File: src/rtl/mem_access_ctrl_if.sv
// mem_access_ctrl_if: core handshake and RAM data-port bundle for mem_access_ctrl
// slave  : the controller (drives busy/ack/err/rdata and the RAM request signals)
// master : the core plus RAM model (drives req/we/size/unsigned/addr/wdata and ram_rdata_i)
interface mem_access_ctrl_if;
    logic        req_i;
    logic        we_i;
    logic [1:0]  size_i;
    logic        unsigned_i;
    logic [31:0] addr_i;
    logic [31:0] wdata_i;
    logic        busy_o;
    logic        ack_o;
    logic        err_o;
    logic [31:0] rdata_o;
    logic        ram_ce_o;
    logic        ram_we_o;
    logic [31:0] ram_addr_o;
    logic [31:0] ram_wdata_o;
    logic [31:0] ram_rdata_i;
    modport slave (
        input  req_i, we_i, size_i, unsigned_i, addr_i, wdata_i, ram_rdata_i,
        output busy_o, ack_o, err_o, rdata_o, ram_ce_o, ram_we_o, ram_addr_o, ram_wdata_o
    );
    modport master (
        output req_i, we_i, size_i, unsigned_i, addr_i, wdata_i, ram_rdata_i,
        input  busy_o, ack_o, err_o, rdata_o, ram_ce_o, ram_we_o, ram_addr_o, ram_wdata_o
    );
endinterface

File: src/rtl/mem_access_ctrl.sv
// mem_access_ctrl: byte/half/word load-store controller in front of a word-only RAM port
// Ports:
//   clk_i  - clock, all state on rising edge
//   rst_ni - asynchronous active-low reset
//   bus    - mem_access_ctrl_if.slave: core req/busy/ack/err/rdata handshake and RAM
//            ce/we/addr/wdata/rdata port (big-endian lanes, byte 0 in [31:24])
// Optional: define MEMCTRL_MISALIGN_TRAP_EN to complete misaligned half/word accesses
//           as an error ack without touching the RAM; otherwise err_o is always 0.
module mem_access_ctrl #(
    parameter int RAM_ADDR_WIDTH = 16
) (
    input  logic               clk_i,
    input  logic               rst_ni,
    mem_access_ctrl_if.slave   bus
);
    typedef enum logic [1:0] {IDLE, ACCESS, WRITE} state_t;

    localparam logic [31:0] L_ADDR_MASK = (RAM_ADDR_WIDTH >= 32) ? 32'hFFFF_FFFF :
                                          32'((64'd1 << RAM_ADDR_WIDTH) - 64'd1);

    state_t      r_state;
    logic        r_ack;
    logic        r_err;
    logic [31:0] r_rdata;
    logic        r_we;
    logic [1:0]  r_size;
    logic        r_uns;
    logic [31:0] r_addr;
    logic [31:0] r_wdata;

    logic        w_mis;
    logic [4:0]  w_sh;
    logic [7:0]  w_byte;
    logic [15:0] w_half;
    logic [31:0] w_bmask;
    logic [31:0] w_load;
    logic [31:0] w_merge;

`ifdef MEMCTRL_MISALIGN_TRAP_EN
    assign w_mis = (bus.size_i == 2'd1 && bus.addr_i[0]) || (bus.size_i[1] && bus.addr_i[1:0] != 2'd0);
`else
    assign w_mis = 1'b0;
`endif

    // Big-endian lanes: byte offset k lives (3-k)*8 bits up, and ~off == 3-off for 2 bits.
    assign w_sh    = {~r_addr[1:0], 3'b000};
    assign w_byte  = 8'(bus.ram_rdata_i >> w_sh);
    assign w_half  = r_addr[1] ? bus.ram_rdata_i[15:0] : bus.ram_rdata_i[31:16];
    assign w_bmask = 32'h0000_00FF << w_sh;
    assign w_load  = r_size[1] ? bus.ram_rdata_i :
                     r_size[0] ? {{16{~r_uns & w_half[15]}}, w_half} :
                                 {{24{~r_uns & w_byte[7]}}, w_byte};
    assign w_merge = r_size[0] ? (r_addr[1] ? {bus.ram_rdata_i[31:16], r_wdata[15:0]}
                                            : {r_wdata[15:0], bus.ram_rdata_i[15:0]})
                               : (bus.ram_rdata_i & ~w_bmask) | ({24'd0, r_wdata[7:0]} << w_sh);

    always_ff @(posedge clk_i or negedge rst_ni) begin
        if (!rst_ni) begin
            r_state <= IDLE;
            r_ack   <= 1'b0;
            r_err   <= 1'b0;
            r_rdata <= 32'd0;
            r_we    <= 1'b0;
            r_size  <= 2'd0;
            r_uns   <= 1'b0;
            r_addr  <= 32'd0;
            r_wdata <= 32'd0;
        end else begin
            r_ack <= 1'b0;
            r_err <= 1'b0;
            case (r_state)
                IDLE: begin
                    if (bus.req_i && w_mis) begin
                        r_ack <= 1'b1;
                        r_err <= 1'b1;
                    end else if (bus.req_i) begin
                        r_we    <= bus.we_i;
                        r_size  <= bus.size_i;
                        r_uns   <= bus.unsigned_i;
                        r_addr  <= bus.addr_i;
                        r_wdata <= bus.wdata_i;
                        r_state <= ACCESS;
                    end
                end
                ACCESS: begin
                    if (!r_we) begin
                        r_rdata <= w_load;
                        r_ack   <= 1'b1;
                        r_state <= IDLE;
                    end else if (r_size[1]) begin
                        r_ack   <= 1'b1;
                        r_state <= IDLE;
                    end else begin
                        // r_wdata is reused to hold the merged word for the WRITE cycle
                        r_wdata <= w_merge;
                        r_state <= WRITE;
                    end
                end
                WRITE: begin
                    r_ack   <= 1'b1;
                    r_state <= IDLE;
                end
                default: r_state <= IDLE;
            endcase
        end
    end

    // RAM controls decode straight from the state register so reset removes them at once.
    assign bus.busy_o      = r_state != IDLE;
    assign bus.ram_ce_o    = r_state != IDLE;
    assign bus.ram_we_o    = (r_state == ACCESS && r_we && r_size[1]) || r_state == WRITE;
    assign bus.ram_addr_o  = r_addr & L_ADDR_MASK & 32'hFFFF_FFFC;
    assign bus.ram_wdata_o = r_wdata;
    assign bus.ack_o       = r_ack;
    assign bus.err_o       = r_err;
    assign bus.rdata_o     = r_rdata;
endmodule

File: src/flat_wrapper.sv
// flat-port wrapper written by rule: the top's interface ports become plain ports
module mem_access_ctrl_flat 
#(
    parameter int RAM_ADDR_WIDTH = 16
)
  (clk_i, rst_ni, bus_req_i, bus_we_i, bus_size_i, bus_unsigned_i, bus_addr_i, bus_wdata_i, bus_ram_rdata_i, bus_busy_o, bus_ack_o, bus_err_o, bus_rdata_o, bus_ram_ce_o, bus_ram_we_o, bus_ram_addr_o, bus_ram_wdata_o);
  mem_access_ctrl_if bus_i ();
  input  logic clk_i;
  input  logic rst_ni;
  input wire logic [$bits(bus_i.req_i)-1:0] bus_req_i;
  input wire logic [$bits(bus_i.we_i)-1:0] bus_we_i;
  input wire logic [$bits(bus_i.size_i)-1:0] bus_size_i;
  input wire logic [$bits(bus_i.unsigned_i)-1:0] bus_unsigned_i;
  input wire logic [$bits(bus_i.addr_i)-1:0] bus_addr_i;
  input wire logic [$bits(bus_i.wdata_i)-1:0] bus_wdata_i;
  input wire logic [$bits(bus_i.ram_rdata_i)-1:0] bus_ram_rdata_i;
  output wire logic [$bits(bus_i.busy_o)-1:0] bus_busy_o;
  output wire logic [$bits(bus_i.ack_o)-1:0] bus_ack_o;
  output wire logic [$bits(bus_i.err_o)-1:0] bus_err_o;
  output wire logic [$bits(bus_i.rdata_o)-1:0] bus_rdata_o;
  output wire logic [$bits(bus_i.ram_ce_o)-1:0] bus_ram_ce_o;
  output wire logic [$bits(bus_i.ram_we_o)-1:0] bus_ram_we_o;
  output wire logic [$bits(bus_i.ram_addr_o)-1:0] bus_ram_addr_o;
  output wire logic [$bits(bus_i.ram_wdata_o)-1:0] bus_ram_wdata_o;
  assign bus_i.req_i = bus_req_i;
  assign bus_i.we_i = bus_we_i;
  assign bus_i.size_i = bus_size_i;
  assign bus_i.unsigned_i = bus_unsigned_i;
  assign bus_i.addr_i = bus_addr_i;
  assign bus_i.wdata_i = bus_wdata_i;
  assign bus_i.ram_rdata_i = bus_ram_rdata_i;
  assign bus_busy_o = bus_i.busy_o;
  assign bus_ack_o = bus_i.ack_o;
  assign bus_err_o = bus_i.err_o;
  assign bus_rdata_o = bus_i.rdata_o;
  assign bus_ram_ce_o = bus_i.ram_ce_o;
  assign bus_ram_we_o = bus_i.ram_we_o;
  assign bus_ram_addr_o = bus_i.ram_addr_o;
  assign bus_ram_wdata_o = bus_i.ram_wdata_o;
  mem_access_ctrl #(.RAM_ADDR_WIDTH(RAM_ADDR_WIDTH)) u_core (.clk_i(clk_i), .rst_ni(rst_ni), .bus(bus_i));
endmodule
File: config.mk
export PLATFORM = sky130hd
export DESIGN_NAME = mem_access_ctrl_flat
export DESIGN_NICKNAME = d
export VERILOG_FILES = /design/src/rtl/mem_access_ctrl_if.sv /design/src/rtl/mem_access_ctrl.sv /design/src/flat_wrapper.sv
export SDC_FILE = /design/constraint.sdc
export NUM_CORES = 1
export LEC_CHECK = 0
export BUFFER_PORTS_ARGS = -buffer_cell sky130_fd_sc_hd__buf_2
export CORE_UTILIZATION = 45
export CTS_BUF_LIST = sky130_fd_sc_hd__clkbuf_16
export CTS_CLUSTER_DIAMETER = 200
export CTS_CLUSTER_SIZE = 24
export DETAILED_ROUTE_END_ITERATION = 12
export GPL_ROUTABILITY_DRIVEN = 1
export GPL_TIMING_DRIVEN = 0
export PLACE_DENSITY = 0.8
export SYNTH_ARGS = -nofsm -noshare
export SYNTH_HDL_FRONTEND = slang
export SYNTH_SLANG_ARGS = --single-unit
File: constraint.sdc
create_clock -name clk_i -period 3.2 [get_ports clk_i]
set_input_delay 0.32 -clock clk_i [delete_from_list [all_inputs] [get_ports clk_i]]
set_output_delay 0.32 -clock clk_i [all_outputs]
set_load 0.02 [all_outputs]
# ---- After elaboration in Yosys (flattened, before gate mapping)
# Index checks and enable logic that the tools add are counted.
dict set report op_classes {
  n_eq_ne 6
  n_shift 3
  bitwise_logic 8
  muxes 16
  n_reduce_logical 10
}
# cell n
set ops {}
lappend ops {{$mux W32} 7}
lappend ops {{$pmux W32 S2} 1}
lappend ops {{$and A32 B32 Y32} 1}
lappend ops {{$not A32 Y32} 1}
lappend ops {{$or A32 B32 Y32} 1}
lappend ops {{$shl A8 B5 Y32} 1}
lappend ops {{$shl A8 B5 Y32 const A} 1}
lappend ops {{$shr A32 B5 Y8} 1}
lappend ops {{$mux W16} 1}
lappend ops {{$mux W2} 3}
lappend ops {{$reduce_and A5 Y1} 1}
lappend ops {{$ne A2 B2 Y1 const B} 2}
lappend ops {{$pmux W2 S2} 1}
lappend ops {{$reduce_and A2 Y1} 2}
lappend ops {{$reduce_and A4 Y1} 1}
lappend ops {{$reduce_bool A2 Y1} 2}
lappend ops {{$ne A3 B3 Y1 const B} 1}
lappend ops {{$and A1 B1 Y1} 2}
lappend ops {{$eq A2 B1 Y1 const B} 1}
lappend ops {{$eq A2 B2 Y1 const B} 1}
lappend ops {{$logic_and A1 B1 Y1} 2}
lappend ops {{$logic_not A2 Y1} 1}
lappend ops {{$mux W1} 2}
lappend ops {{$ne A2 B1 Y1 const B} 1}
lappend ops {{other kinds (4)} 5}
dict set report word_totals {
  elab_cells 52
  regBits 87
  inputBits 103
  out_inout_bits 101
}

# ---- Longest topological paths before layout
# Gate-level depths: netlist of run 1.
dict set report logic_depth {
  ltp_word 9
  depth_mapped 8
  depth_no_buf 6
}

# ---- Least setup slack after synthesis of run 1
# Ideal clock, no wire load.
dict set report synth_timing {
  path_kind {flip-flop to output port}
  startpoint {reg u_core.r_state[1]}
  endpoint {out bus_ram_we_o}
  stages_incl_launch_ff 7
  n_path_buf 3
  t_required_ps 2880
  arrival_ps 1635
  slack_ps 1245
  path_cell_list {dfrtp_1 > inv_1 > ha_1 > buf_2 > clkbuf_1 > clkbuf_1 > a31o_2}
}
dict set report synth_between {
  elab_chain_cells 4
  elab_cells_between_ends 5
  cone_classes {eq/ne (2); reduce/logical (3)}
}
# element line
set synth_lines {}
lappend synth_lines {{start: declaration} mem_access_ctrl.sv:21} ;# state_t r_state;
lappend synth_lines {{start signal: assignment} mem_access_ctrl.sv:59} ;# r_state <= IDLE;
lappend synth_lines {{start signal: assignment} mem_access_ctrl.sv:82} ;# r_state <= ACCESS;
lappend synth_lines {{start signal: assignment} mem_access_ctrl.sv:89} ;# r_state <= IDLE;
lappend synth_lines {{$eq A2 B1 Y1} mem_access_ctrl.sv:111} ;# assign bus.ram_we_o = (r_state == ACCESS && r_we && r_size[1]) || r_state == WRITE;
lappend synth_lines {{$logic_and A1 B1 Y1 (2 in a row)} mem_access_ctrl.sv:111}
lappend synth_lines {{$logic_or A1 B1 Y1 (*)} mem_access_ctrl.sv:111}
lappend synth_lines {{end: declaration} flat_wrapper.sv:22} ;# output wire logic [$bits(bus_i.ram_we_o)-1:0] bus_ram_we_o;
# Every way passes the cells marked *; elsewhere a longest branch is shown, timed or not.

# ---- Worst setup path in the final report of run 1
# Same ends and word-level chain as after synthesis.

==> qor.txt, run 1 <==
crit path DAT -> 2.61 ns
Max-cap violations -> 0
Syn-to-layout area delta -> 28.8%
outcome -> finished clean
relative slew slack -> 0.542
met3 WL -> 1540 µm
Remaining Overflow, GRT -> 0
NumNets Final -> 798
Post-Route M1 WL -> 5810 µm
Initial Util -> 0.466
clock tree from TritonCTS -> built
EDFF count, synth -> 0
Crit Path Class -> reg2out
Routed Antenna Nets -> 0
crit-path max cell delay -> 0.46 ns
core area -> 10400 µm²
endpoints failing hold -> 0
Vias/cell -> 5.61
RD Place Congestion -> 0.931
Avg WL per Cell -> 17.8 µm
Synth Register Bits -> 87
DRC violations left -> 0
asr flop ratio synth -> 1.00
setup TNS -> 0 ns
Detail Placement HPWL -> 11500 µm
post-synthesis cell count -> 491
Total Wirelength -> 14800 µm
die area -> 11200 µm²
f_max -> 341 MHz
setup ws final -> 0.268 ns
diode count -> 0
Final min period -> 2.93 ns
skew final -> 0.0102 ns
Synth top area share -> 0.451
die width -> 106 µm
Tot Pwr -> 7.60 mW
Via Count -> 4665
static leakage -> 3.00 nW
biggest area consumer among synthesized cells -> dfrtp_1
Iter 0 DRT Violations -> 445
Slew @ Worst Pin -> 0.685 ns
Seq/Total Area, Yosys -> 0.451
pre-CTS WS -> 0.637 ns
site row count -> 37
Worst-Skew Late Latency -> 0.34 ns
Final Slew Violations -> 0
Highest Signal Layer -> met5
hold buffers post-CTS -> 1
port buffer count -> 168
mapped cell area -> 4830 µm²
layout cells sized above 1 -> 0.370
CP Cell Sequence -> inv_1 -> ha_1 -> buf_2 -> clkbuf_1 -> clkbuf_1 -> a31o_2 -> buf_2
Clock Path Buffers -> 2
worst-path maximum fanout -> 10
IO Pins -> 204
Synth area leaders -> dfrtp_1, buf_4, mux2_2
worst hold path class -> in2reg
Root Buffer -> clkbuf_16
endpoints failing setup -> 0
Reg clk slew, reported paths -> 0.07 ns
Startpoint Class -> flip-flop
Die Y -> 106 µm
endpoint class of the critical path -> output port
H-tree depth -> 3
Required @ worst endpoint -> 2.88 ns
slowest stage cell, crit path -> clkbuf_1
largest net degree at the start of global routing -> 47
Power Density -> 1220 nW/µm²
CTS buffer count -> 9
1st-pass router iterations -> 6
Sink Count -> 87
ys flop type -> dfrtp_1
Unique masters post-synth -> 45
vias in the first global route -> 4421
initial antenna violation count -> 2
RSZ-0062 raised after global routing -> false
Yosys warnings -> 0
syn_area_per_cell -> 9.84 µm²
WL met2 -> 7010 µm
setup bufs post-CTS -> 0
post-CTS resize count -> 0
maximum vdd drop -> 0.000597 V
global-route wire length before repair -> 22800 µm
Tcrit/Tclk final -> 0.916
All-Layer GR Usage -> 0.267
where the power goes:
part	switching, mW	total, mW	internal [mW]	leakage [nW]
combinational	2.75	4.53	1.78	1.83
sequential	0.402	2.08	1.68	1.03
clock	0.460	0.988	0.528	0.131
total	3.61	7.60	3.99	3.00
metal layers:
| layer | vias up | GRT usage |
|---|---|---|
| li1 | 2142 | - |
| met1 | 2189 | 0.334 |
| met2 | 289 | 0.445 |
| met3 | 43 | 0.0656 |
| met4 | 2 | 0.106 |
| met5 | - | 0 |
cell type report:
type                    instances  area [µm²]
inverters                      13        48.8
clock buffers                   9         225
multi-input cells             334        2240
clock inverters                 7        48.8
fillers                       934        4150
repair buffers                170         881
flip-flops and latches         87        2180
plain buffers                  75         430
well taps                     136         170
final timing paths:
kind | start | end | slack (ns) | cells after the start
setup / recovery | u_core.r_state[1]$_DFFE_PN0P_ | bus_ram_we_o | 0.27 | 7
hold / removal | bus_addr_i[3] | u_core.r_addr[3]$_DFFE_PN0P_ | 0.21 | 2
setup reg to reg | u_core.r_state[1]$_DFFE_PN0P_ | u_core.bus.ram_wdata_o[28]$_DFFE_PN0P_ | 0.80 | 7
hold reg to reg | u_core.bus.rdata_o[1]$_DFFE_PN0P_ | u_core.bus.rdata_o[1]$_DFFE_PN0P_ | 0.48 | 2
max in group asynchronous | rst_ni | u_core.bus.rdata_o[10]$_DFFE_PN0P_ | 2.05 | 3
min in group asynchronous | rst_ni | u_core.r_addr[6]$_DFFE_PN0P_ | 0.52 | 2
logic make-up after synthesis:
logic type / synth area share
adder cells (fa/ha/maj): 0.0129
multiplexers: 0.0909
AO/OA/AOI/OAI: 0.235
AND/OR/NAND/NOR: 0.111
other: 0.000776
flip-flops: 0.451
buffers and inverters: 0.0992
sequential cells by signal, indices dropped and copies added, names as in the netlist:
name / count
u_core.bus.ack_o: 1
u_core.bus.ram_wdata_o: 32
u_core.bus.rdata_o: 32
u_core.r_addr: 16
u_core.r_size: 2
u_core.r_state: 2
u_core.r_uns: 1
u_core.r_we: 1
cell usage in the layout, fill, tap and decap left out, drive strengths merged, types with 2 or more instances in the layout:
cell	netlist	final
o22ai	8	8
mux2	21	21
nand2	19	19
mux2i	18	18
a21boi	7	7
nand3	14	14
ha	5	5
and3	2	2
inv	13	16
nor3b	8	8
conb	1	19
a211oi	9	9
a31oi	16	16
nand2b	13	13
nor2	35	35
buf	52	221
a221oi	8	8
clkinv	0	2
nor3	3	3
o2bb2ai	7	7
o32a	16	16
a2bb2oi	7	7
dfrtp	87	87
a2111oi	2	2
or2	2	2
nor2b	10	10
clkinvlp	0	2
clkbuf	23	32
o21ai	26	26
a22o	8	8
a21oi	35	35
o211ai	8	8
stage by stage:
step	hold WS, ns	area [µm²]	cells	utilization
floorplan	0.0244	4900	509	-
global placement	0.462	5910	813	0.570
detailed placement	0.343	5940	814	0.573
CTS	0.207	6220	831	0.600
global route	0.211	6220	831	0.600
finish	0.210	6220	831	0.600
critical path: cells and delay by family, from the launching register on:
kind,cells,cell delay [ns]
adder cells (fa/ha/maj),1,0.23
flip-flops,1,0.40
buffers and inverters,5,1.39
AO/OA/AOI/OAI,1,0.23
cell usage after synthesis, types with 2 or more instances:
cell type / count
dfrtp_1: 87
nor2_1: 35
a21oi_1: 34
buf_4: 34
o21ai_0: 25
clkbuf_1: 23
mux2_2: 21
nand2_1: 19
mux2i_1: 18
a31oi_1: 16
o32a_1: 16
nand3_1: 14
inv_1: 13
nand2b_1: 13
buf_2: 11
nor2b_1: 10
a211oi_1: 8
a221oi_1: 8
a22o_1: 8
nor3b_1: 8
o211ai_1: 8
o22ai_1: 8
a21boi_0: 7
a2bb2oi_1: 7
o2bb2ai_1: 7
buf_1: 6
ha_1: 5
nor3_1: 3
and3_1: 2
or2_2: 2
Note: power is estimated with default switching activity, not from simulation.
==> inputs of run 2 (changes only) <==
--- a/config.mk
+++ b/config.mk
@@ -14,6 +14,7 @@
 export GPL_ROUTABILITY_DRIVEN = 1
 export GPL_TIMING_DRIVEN = 0
 export PLACE_DENSITY = 0.8
+export RECOVER_POWER = 100
 export SYNTH_ARGS = -nofsm -noshare
 export SYNTH_HDL_FRONTEND = slang
 export SYNTH_SLANG_ARGS = --single-unit
==> constraint.sdc (replaced) <==
create_clock -name clk_i -period 2.8 [get_ports clk_i]
set_input_delay 0.28 -clock clk_i [delete_from_list [all_inputs] [get_ports clk_i]]
set_output_delay 0.28 -clock clk_i [all_outputs]
set_load 0.02 [all_outputs]
==> qor.txt, run 2 (synthesized netlist as in run 1, its figures left out) <==
H-tree depth -> 3 (unchanged)
Max-cap violations -> 0 (unchanged)
Die Y -> 106 µm (unchanged)
endpoints failing setup -> 0 (unchanged)
vias in the first global route -> 4421 (unchanged)
M1 GR Usage -> 0.334 (unchanged)
Detail Placement HPWL -> 11500 µm (unchanged)
Reg power frac -> 0.281 (+0.007)
M3 GR Usage -> 0.0656 (unchanged)
site row count -> 37 (unchanged)
Reg clk slew, reported paths -> 0.07 ns (about the same)
crit path DAT -> 2.73 ns (+0.12 ns)
DRC violations left -> 0 (unchanged)
NumNets Final -> 797 (-0.13%)
clock network power share -> 0.132 (+0.002)
P_int -> 4.39 mW (+9.9%)
Sink Count -> 87 (unchanged)
1st-pass router iterations -> 5 (-1)
endpoints failing hold -> 0 (unchanged)
worst hold path class -> in2reg
crit-path max cell delay -> 0.48 ns (+0.02 ns)
fillers -> 981 (+5.0%)
commonest cells after routing, fill and taps aside -> clkbuf_1, buf_2, dfrtp_1
global-route wire length before repair -> 22800 µm (unchanged)
Tot Pwr -> 8.52 mW (+12%)
met2 Track Usage GR -> 0.445 (unchanged)
Avg WL per Cell -> 17.8 µm (about the same)
minimum hold slack -> 0.171 ns (-0.0392 ns)
Required @ worst endpoint -> 3.02 ns (+0.14 ns)
diode count -> 0 (unchanged)
register area -> 2180 µm² (unchanged)
cell mode on critical path -> clkbuf_1
f_max -> 399 MHz
Crit Path Class -> reg2reg
setup TNS -> 0 ns (unchanged)
die area -> 11200 µm² (unchanged)
Total Wirelength -> 14800 µm (-0.18%)
clock tree from TritonCTS -> built
Sw Ratio -> 0.485 (+0.00996)
RSZ-0062 raised after global routing -> false
most common cell after layout, fill and taps aside -> clkbuf_1
Startpoint Class -> flip-flop
Syn-to-layout area delta -> 26.5%
All-Layer GR Usage -> 0.267 (unchanged)
layout cells sized above 1 -> 0.249 (-0.121)
die width -> 106 µm (unchanged)
footprint of the multi-input gates -> 2240 µm² (-0.17%)
Worst-Skew Late Latency -> 0.34 ns (about the same)
Slew @ Worst Pin -> 1.08 ns (+0.394 ns)
pre-CTS WS -> 0.277 ns (-0.360 ns)
slowest stage cell, crit path -> clkbuf_1
Sw Pwr -> 4.13 mW (+14%)
Initial Util -> 0.466 (unchanged)
logic gate share of total power -> 0.587 (-0.009)
IO Pins -> 204 (unchanged)
Power Density -> 1390 nW/µm² (+14%)
port buffer count -> 168 (unchanged)
Root Buffer -> clkbuf_16
endpoint class of the critical path -> flip-flop
maximum vdd drop -> 0.000682 V (+14%)
outcome -> finished clean
reg2reg setup slack -> 0.29 ns (-0.51 ns)
Vias/cell -> 5.62 (about the same)
initial antenna violation count -> 2 (unchanged)
skew final -> 0.00957 ns (-0.000670 ns)
static leakage -> 2.76 nW (-8.1%)
worst-path maximum fanout -> 19 (+9)
Final min period -> 2.51 ns
Tcrit/Tclk final -> 0.896
CP Cell Sequence -> inv_1 -> ha_1 -> buf_2 -> clkbuf_1 -> clkbuf_1 -> nor3b_1 -> a21oi_1 -> o21ai_0
Remaining Overflow, GRT -> 0 (unchanged)
CTS buffer count -> 9 (unchanged)
relative slew slack -> 0.281 (-0.262)
Via Count -> 4663 (-0.043%)
core area -> 10400 µm² (unchanged)
setup ws final -> 0.291 ns (+0.0226 ns)
largest net degree at the start of global routing -> 47 (unchanged)
Most Crowded Layer GR -> met2
Final Slew Violations -> 0 (unchanged)
Routed Antenna Nets -> 0 (unchanged)
Clock Path Buffers -> 2 (unchanged)
RD Place Congestion -> 0.931 (unchanged)
Iter 0 DRT Violations -> 442 (-0.67%)
run 2: cell count changes in the layout (fill, tap and decap cells not counted):
| cell | previous run | this run |
|---|---|---|
| buf_1 | 6 | 4 |
| and2_0 | 0 | 1 |
| buf_2 | 178 | 94 |
| a21oi_1 | 34 | 35 |
| buf_4 | 35 | 34 |
| clkbuf_2 | 0 | 2 |
| a21oi_2 | 1 | 0 |
| clkbuf_1 | 23 | 107 |
| and2_1 | 1 | 0 |
run 2: cell type report:
cell class,instances,share of cell area
Timing Repair Buffer,170,0.127
Inverter,13,0.00799
Tap cell,136,0.0278
Clock buffer,9,0.0369
Multi-Input combinational cell,334,0.367
Buffer,74,0.0696
Sequential cell,87,0.356
Clock inverter,7,0.00799
run 2: power by group through the flow:
stage / Sequential (mW) / Combinational [mW] / Clock, mW
finish: 2.39 / 5.00 / 1.12
global route: 2.46 / 5.44 / 1.17
CTS: 2.37 / 5.17 / 1.13
detailed placement: 2.39 / 5.14 / 0
global placement: 2.34 / 4.99 / 0
floorplan: 2.85 / 3.11 / 0
run 2: routing by layer:
layer / vias to the layer above / part of all wire
met1: 2198 / 0.40
met2: 275 / 0.47
met4: 2 / 0.033
li1: 2138 / -
met5: - / 0.00054
met3: 50 / 0.099
run 2: repair_timing:
action                                 in CTS  in global routing
resized for setup                           1                  0
endpoints found under the hold margin      41                  0
hold buffers                                1                  0
setup endpoints to repair                   1                  1
setup buffers                               0                  0
cloned                                      0                  0
run 2: worst paths after layout:
| kind | from | end | cells after the start |
|---|---|---|---|
| max in group asynchronous | rst_ni | u_core.bus.rdata_o[4]$_DFFE_PN0P_ | 3 |
| max | u_core.r_state[1]$_DFFE_PN0P_ | u_core.bus.ram_wdata_o[22]$_DFFE_PN0P_ | 8 |
| min reg2reg | u_core.bus.rdata_o[1]$_DFFE_PN0P_ | u_core.bus.rdata_o[1]$_DFFE_PN0P_ | 2 |
| max reg2reg | u_core.r_state[1]$_DFFE_PN0P_ | u_core.bus.ram_wdata_o[22]$_DFFE_PN0P_ | 8 |
| min in group asynchronous | rst_ni | u_core.r_addr[3]$_DFFE_PN0P_ | 2 |
| min | bus_addr_i[4] | u_core.r_addr[4]$_DFFE_PN0P_ | 2 |
run 2: through the flow:
step,cells,instance area (µm²),utilization
after global routing,830,6110,0.589
after global placement,813,5910,0.570
after floorplan,509,4900,-
final,830,6110,0.589
after CTS,831,6230,0.600
after detailed placement,814,5940,0.573
run 2: worst max-delay path: cells and delay by family (launching register included):
| kind | cells | cell delay [ns] |
|---|---|---|
| simple gates | 1 | 0.12 |
| buf+inv | 4 | 1.39 |
| fa+ha+maj | 1 | 0.24 |
| compound gates | 2 | 0.25 |
| flops | 1 | 0.40 |
